### src/rtl/rat_pkg.sv
// Shared RAT MCU definitions: flag-load source encodings, synchroniser depth
// default, packed C/Z flag pair and a saturating counter helper.
package rat_pkg;

  localparam logic FLG_SRC_ALU  = 1'b0;
  localparam logic FLG_SRC_SHAD = 1'b1;

  localparam int SYNC_STAGES_DEFAULT = 2;

  localparam logic [15:0] INT_COUNT_MAX = 16'hFFFF;

  typedef struct packed {
    logic c;
    logic z;
  } flags_t;

  function automatic logic [15:0] sat_inc16(input logic [15:0] v);
    return (v == INT_COUNT_MAX) ? v : v + 16'd1;
  endfunction

endpackage

### src/rtl/int_sync_edge.sv
// Synchroniser chain plus history flop for an asynchronous request; emits a
// one-cycle rise pulse per low-to-high transition of the synchronised level.
module int_sync_edge
  import rat_pkg::*;
#(
  parameter int SYNC_STAGES = SYNC_STAGES_DEFAULT  // must be at least 2
) (
  input  logic clk,
  input  logic reset_n,
  input  logic rst,
  input  logic async_in,
  output logic rise
);

  logic [SYNC_STAGES-1:0] sync_q, sync_d;
  logic                   hist_q, hist_d;

  always_comb begin
    sync_d = {sync_q[SYNC_STAGES-2:0], async_in};
    hist_d = sync_q[SYNC_STAGES-1];
    if (rst) begin
      sync_d = '0;
      hist_d = 1'b0;
    end
  end

  always_ff @(posedge clk or negedge reset_n) begin
    if (!reset_n) begin
      sync_q <= '0;
      hist_q <= 1'b0;
    end else begin
      sync_q <= sync_d;
      hist_q <= hist_d;
    end
  end

  assign rise = sync_q[SYNC_STAGES-1] & ~hist_q;

endmodule

### src/rtl/flag_int_unit.sv
// RAT MCU status flags (C, Z, I, C/Z shadows) and interrupt front-end.
// Optional serviced-interrupt counter enabled by FLAG_INT_CNT_EN.
module flag_int_unit
  import rat_pkg::*;
#(
  parameter int SYNC_STAGES = SYNC_STAGES_DEFAULT
) (
  input  logic        clk,
  input  logic        reset_n,
  input  logic        rst,
  input  logic        c_alu,
  input  logic        z_alu,
  input  logic        flg_c_set,
  input  logic        flg_c_clr,
  input  logic        flg_c_ld,
  input  logic        flg_z_ld,
  input  logic        flg_ld_sel,
  input  logic        flg_shad_ld,
  input  logic        i_set,
  input  logic        i_clr,
  input  logic        int_ack,
  input  logic        int_req,
  output logic        c,
  output logic        z,
  output logic        i_flag,
`ifdef FLAG_INT_CNT_EN
  output logic [15:0] int_count,
`endif
  output logic        interrupt
);

  flags_t live_q, live_d;
  flags_t shad_q, shad_d;
  logic   i_q, i_d;
  logic   pending_q, pending_d;
  logic   rise;

  int_sync_edge #(
    .SYNC_STAGES(SYNC_STAGES)
  ) u_sync (
    .clk     (clk),
    .reset_n (reset_n),
    .rst     (rst),
    .async_in(int_req),
    .rise    (rise)
  );

  always_comb begin
    live_d    = live_q;
    shad_d    = shad_q;
    i_d       = i_q;
    // A new edge wins over the ack so a request arriving during service is kept.
    pending_d = rise | (pending_q & ~int_ack);

    if (flg_c_clr)     live_d.c = 1'b0;
    else if (flg_c_set) live_d.c = 1'b1;
    else if (flg_c_ld)  live_d.c = (flg_ld_sel == FLG_SRC_SHAD) ? shad_q.c : c_alu;

    if (flg_z_ld) live_d.z = (flg_ld_sel == FLG_SRC_SHAD) ? shad_q.z : z_alu;

    // Shadows capture the pre-edge flags, even when C/Z change in the same cycle.
    if (flg_shad_ld) shad_d = live_q;

    if (int_ack)     i_d = 1'b0;
    else if (i_clr)  i_d = 1'b0;
    else if (i_set)  i_d = 1'b1;

    if (rst) begin
      live_d    = '0;
      shad_d    = '0;
      i_d       = 1'b0;
      pending_d = 1'b0;
    end
  end

  always_ff @(posedge clk or negedge reset_n) begin
    if (!reset_n) begin
      live_q    <= '0;
      shad_q    <= '0;
      i_q       <= 1'b0;
      pending_q <= 1'b0;
    end else begin
      live_q    <= live_d;
      shad_q    <= shad_d;
      i_q       <= i_d;
      pending_q <= pending_d;
    end
  end

`ifdef FLAG_INT_CNT_EN
  logic [15:0] int_count_q, int_count_d;

  always_comb begin
    int_count_d = int_count_q;
    // An ack with nothing pending is not a serviced interrupt.
    if (int_ack && pending_q) int_count_d = sat_inc16(int_count_q);
    if (rst) int_count_d = '0;
  end

  always_ff @(posedge clk or negedge reset_n) begin
    if (!reset_n) int_count_q <= '0;
    else          int_count_q <= int_count_d;
  end

  assign int_count = int_count_q;
`endif

  assign c         = live_q.c;
  assign z         = live_q.z;
  assign i_flag    = i_q;
  assign interrupt = pending_q & i_q;

endmodule

### config.mk
export PLATFORM = sky130hd
export DESIGN_NAME = flag_int_unit
export DESIGN_NICKNAME = d
export VERILOG_FILES = /design/src/rtl/rat_pkg.sv /design/src/rtl/int_sync_edge.sv /design/src/rtl/flag_int_unit.sv
export SDC_FILE = /design/constraint.sdc
export NUM_CORES = 1
export LEC_CHECK = 0
export ABC_AREA = 1
export CORE_AREA = 2 2 39 41
export DETAILED_ROUTE_END_ITERATION = 8
export DIE_AREA = 0 0 41 43
export GPL_ROUTABILITY_DRIVEN = 0
export PLACE_DENSITY = 0.57
export SLEW_MARGIN = 25
export SYNTH_ARGS = -nofsm -noshare
export SYNTH_HDL_FRONTEND = slang
export SYNTH_HIERARCHICAL = 1
export SYNTH_SLANG_ARGS = --single-unit
### constraint.sdc
create_clock -name clk -period 1.2 [get_ports clk]
set_clock_uncertainty 0.1 [all_clocks]
set_input_delay 0.12 -clock clk [delete_from_list [all_inputs] [get_ports clk]]
set_output_delay 0.12 -clock clk [all_outputs]
set_load 0.005 [all_outputs]
# Word-level counts from Yosys, hierarchy flattened

Index checks and enable logic that the tools add are counted.

Flip-flop bits (word level): 9
Input port bits: 15
Output and inout port bits: 4
Word-level logic and storage cells: 34

Muxes and demuxes: 16
Bitwise logic cells: 6
Reduce and logical (&&, ||, !) cells: 4

Operators with widths:

| cell               | number |
|---|---|
| $mux W1            | 12 |
| $mux W2            | 4 |
| $reduce_bool A4 Y1 | 2 |
| $reduce_bool A2 Y1 | 2 |
| $and A1 B1 Y1      | 3 |
| $not A1 Y1         | 2 |
| $or A1 B1 Y1       | 1 |

# Logic depth before layout (Yosys ltp)

Depth in word-level cells: 5
Mapped depth: 4
Mapped depth without buffers: 4

# Modules after synthesis

The synthesis kept the hierarchy.

Modules (own cells, without submodules):

| module        | instances | cells each | area an instance (sq um) | seq. area each (sq um) |
|---|---|---|---|---|
| flag_int_unit | 1         | 33         | 275.3                    | 150.1 |
| int_sync_edge | 1         | 10         | 101.3                    | 75.1 |

# Worst setup path after synthesis

OpenSTA, ideal clock, no wires.

Kind: reg2reg
Start: reg u_sync.sync_q[1]
End: reg pending_q
Library setup time: 121 ps
Arrival time: 632 ps
Data required time: 979 ps
Slack: 347 ps
Stages on the path, launching flop included: 4
Path buffers: 0
Clock period less this slack: 853 ps
Cells stage by stage: dfrtp_1 > inv_1 > nor2_1 > a22o_1

Longest elaborated chain between the ends: 3

Ends and longest elaborated chain:

| item                     | line                | text |
|---|---|---|
| start: declaration       | int_sync_edge.sv:15 | `logic [SYNC_STAGES-1:0] sync_q, sync_d;` |
| start signal: assignment | int_sync_edge.sv:32 | `sync_q <= sync_d;` |
| $and A1 B1 Y1            | int_sync_edge.sv:37 | `assign rise = sync_q[SYNC_STAGES-1] & ~hist_q;` |
| named net rise           | flag_int_unit.sv:36 | `logic rise;` |
| $or A1 B1 Y1             | flag_int_unit.sv:53 | `pending_d = rise \| (pending_q & ~int_ack);` |
| $mux W1                  | flag_int_unit.sv:68 | `if (rst) begin` |
| named net pending_d      | flag_int_unit.sv:35 | `logic pending_q, pending_d;` |
| end signal: assignment   | flag_int_unit.sv:86 | `pending_q <= pending_d;` |
| end: declaration         | flag_int_unit.sv:35 |  |

The timed path passes the listed nets, and every way through them passes these cells.
A chain may end at the register's enable or synchronous reset.

# Worst setup path in the final report

Start: reg i_q (netlist: i_flag)
End: out i_flag

RTL lines:

| item                     | line                | text |
|---|---|---|
| start: declaration       | flag_int_unit.sv:34 | `logic i_q, i_d;` |
| start signal: assignment | flag_int_unit.sv:85 | `i_q <= i_d;` |
| end: declaration         | flag_int_unit.sv:25 | `output logic i_flag,` |

No word-level cell between the ends.

==> impl_metrics.toml <==
[status]
outcome = "finished clean"

[grt]
grt_max_degree = 10
met1_usage_pct = 16.1
grt_first_pass_wirelength_microns = 1350
grt-busiest-layer = "met1"
grt_use_met3_pct = 7.85
grt_pass1_vias = 353
gr-usage-all-layers_pct = 11.7
grt-ovfl-total = 0
grtUsageMet2_pct = 15.3
antenna_found_initial = 0

[logic_synthesis]
ys.warnings.count = 6
yosys.cell_types.count = 12
synthDominantAreaCellType = "dfrtp_1"
synth_top_area_share_pct = 59.8
ys_top_cells_by_area = "dfrtp_1 (60%), inv_1 (10%), nor2_1 (6.0%)"
avgSynthCellArea_sq_um = 8.76
ys_seq_area_share_pct = 59.8
synth_fp_nets = 58
syn_inst = 43
ys_ff_latch = 9
syn_area_sq_um = 377

[timing]
whs_ns = 0.0547
drv_slew = 0
slew-limit-headroom_pct = 73.5
rsz0062_at_grt = "no"
worst_pin_slew_ns = 0.396
post-route-min-period_ns = 1.13
worst_slack_ns = 0.0725
fin_crit_sh_pct = 94.0
setup_violations = 0
fin_setup_tns_ns = 0
fmax_mhz = 887
finalHoldViolCount = 0

[clock_tree]
cts_hold_buf = 0
cts_buffers = 3
cts_tree = "done"
clk_pin_slew_ns = 0.06
clkLatencyLatePin_ns = 0.25
cts.htree.levels = 1
cts_buffer_depth = 2
clock-sinks = 9
cts_root_buffer = "clkbuf_4"

[place]
dp_hpwl_microns = 586
place_area_sq_um = 577
place_ws_ns = -0.0641
port_buffers = 18
dp.cells = 77

[die]
start_util_pct = 27.2
die_h_microns = 43
rows = 14
die_w_microns = 41
dieArea_sq_um = 1760
core_sq_um = 1380
ioPinCount = 19

[finish]
final_area_sq_um = 609
final_nets = 83
fill_cells = 156
diodes = 0
final_cells = 83
layout-drive-gt1-share_pct = 8.96
seq_area_sq_um = 225
multi_input_area_sq_um = 114
area.growth.synth_to_final_pct = 61.8

[route]
wirelength_microns = 766
avgRoutedWirePerCell_microns = 9.23
drt_iter0_markers = 3
drtAntennaViolNets = 0
vias = 351
via_per_inst = 4.23
firstDrtPassIters = 4
drc = 0

[worst_setup_path]
cp_top_family = "flip-flops"
worstPathArrival_ns = 0.91
crit_path_end_kind = "output port"
required_ns = 0.98
cp_slowest_stage_delay_ns = 0.39
crit_fanout = 3
crit_chain = "dlygate4sd2_1"
worstSetupStartpointType = "register"
worstSetupPathType = "register to output port"
path_buf_inv = 1
slowest_stage = "dfrtp_1"

[pwr]
power.density_nw_per_um2 = 1060
ir_worst_vdd_mv = 0.592
p_leak_nw = 0.312

[flow_run]
drv_cap = 0

[hold_path]
hp-class = "input port to async pin"
[cell type report]
type | count | share of cell area (%)
inverter | 10 | 6.16
clock buffer | 4 | 4.31
tap | 16 | 3.29
timing repair buffer | 20 | 30.6
sequential | 9 | 37.0
multi-input combinational | 24 | 18.7
[worst paths after layout]
kind | slack, ns | depth (start not counted) | startpoint | to
max | 0.07 | 1 | i_flag | i_flag
min | 0.05 | 1 | reset_n | z
max reg2reg | 0.26 | 3 | z | z
min reg2reg | 0.36 | 2 | u_sync/sync_q[0] | u_sync/sync_q[1]
max in group asynchronous | 0.67 | 1 | reset_n | u_sync/sync_q[1]
min in group clk | 0.28 | 3 | int_req | u_sync/sync_q[0]
[through the flow]
stage,total power [mW],util [%]
floorplan,0.350,-
global placement,0.421,41.7
detailed placement,0.421,41.7
CTS,0.663,44.4
global route,0.692,44.0
finish,0.644,44.0
[state kept, by name, indices dropped and copies added, names as in the netlist]
signal         count
c                  1
i_flag             1
pending_q          1
shad_q             2
u_sync/hist_q      1
u_sync/sync_q      2
z                  1
[metal layers]
layer  wire (microns)  part of all wire, %
met3               65                  8.5
met1              346                   45
met2              354                   46
met5                0                    0
met4                0                    0
[cells by family (layout without fill, tap and decap cells)]
logic type,after synthesis,after routing,share of synthesized area (%)
flops,9,9,59.8
simple gates,16,16,18.3
compound gates,8,8,12.0
buf+inv,10,34,9.97
[cell usage after synthesis]
cell      n
o21ai_1   2
or2_0     1
a22o_1    1
inv_1    10
nor2_1    6
o21ai_0   2
nand3_1   3
nand2_1   5
or2_1     1
dfrtp_1   9
a31oi_1   1
a21oi_1   2
[cells in the final DEF, fill, tap and decap left out]
master	instances
clkdlybuf4s50_1	14
inv_1	10
dfrtp_1	9
nor2_1	6
nand2_1	5
nand3_1	3
clkbuf_4	3
dlygate4sd2_1	3
o21ai_0	2
a21oi_1	2
o21ai_1	2
buf_4	2
a22o_1	1
or2_0	1
a31oi_1	1
or2_1	1
clkbuf_1	1
clkbuf_2	1
[power by group]
group | switching, mW | internal [mW]
clock | 0.100 | 0.128
combinational | 0.0346 | 0.0606
sequential | 0.00494 | 0.316
total | 0.140 | 0.504
[repair_timing]
item | CTS | global route
resized for setup | 5 | 1
pin swaps | 1 | 0
setup buffers | 2 | 0
endpoints found under the setup margin | 4 | 1
(Power assumes the default switching activity.)
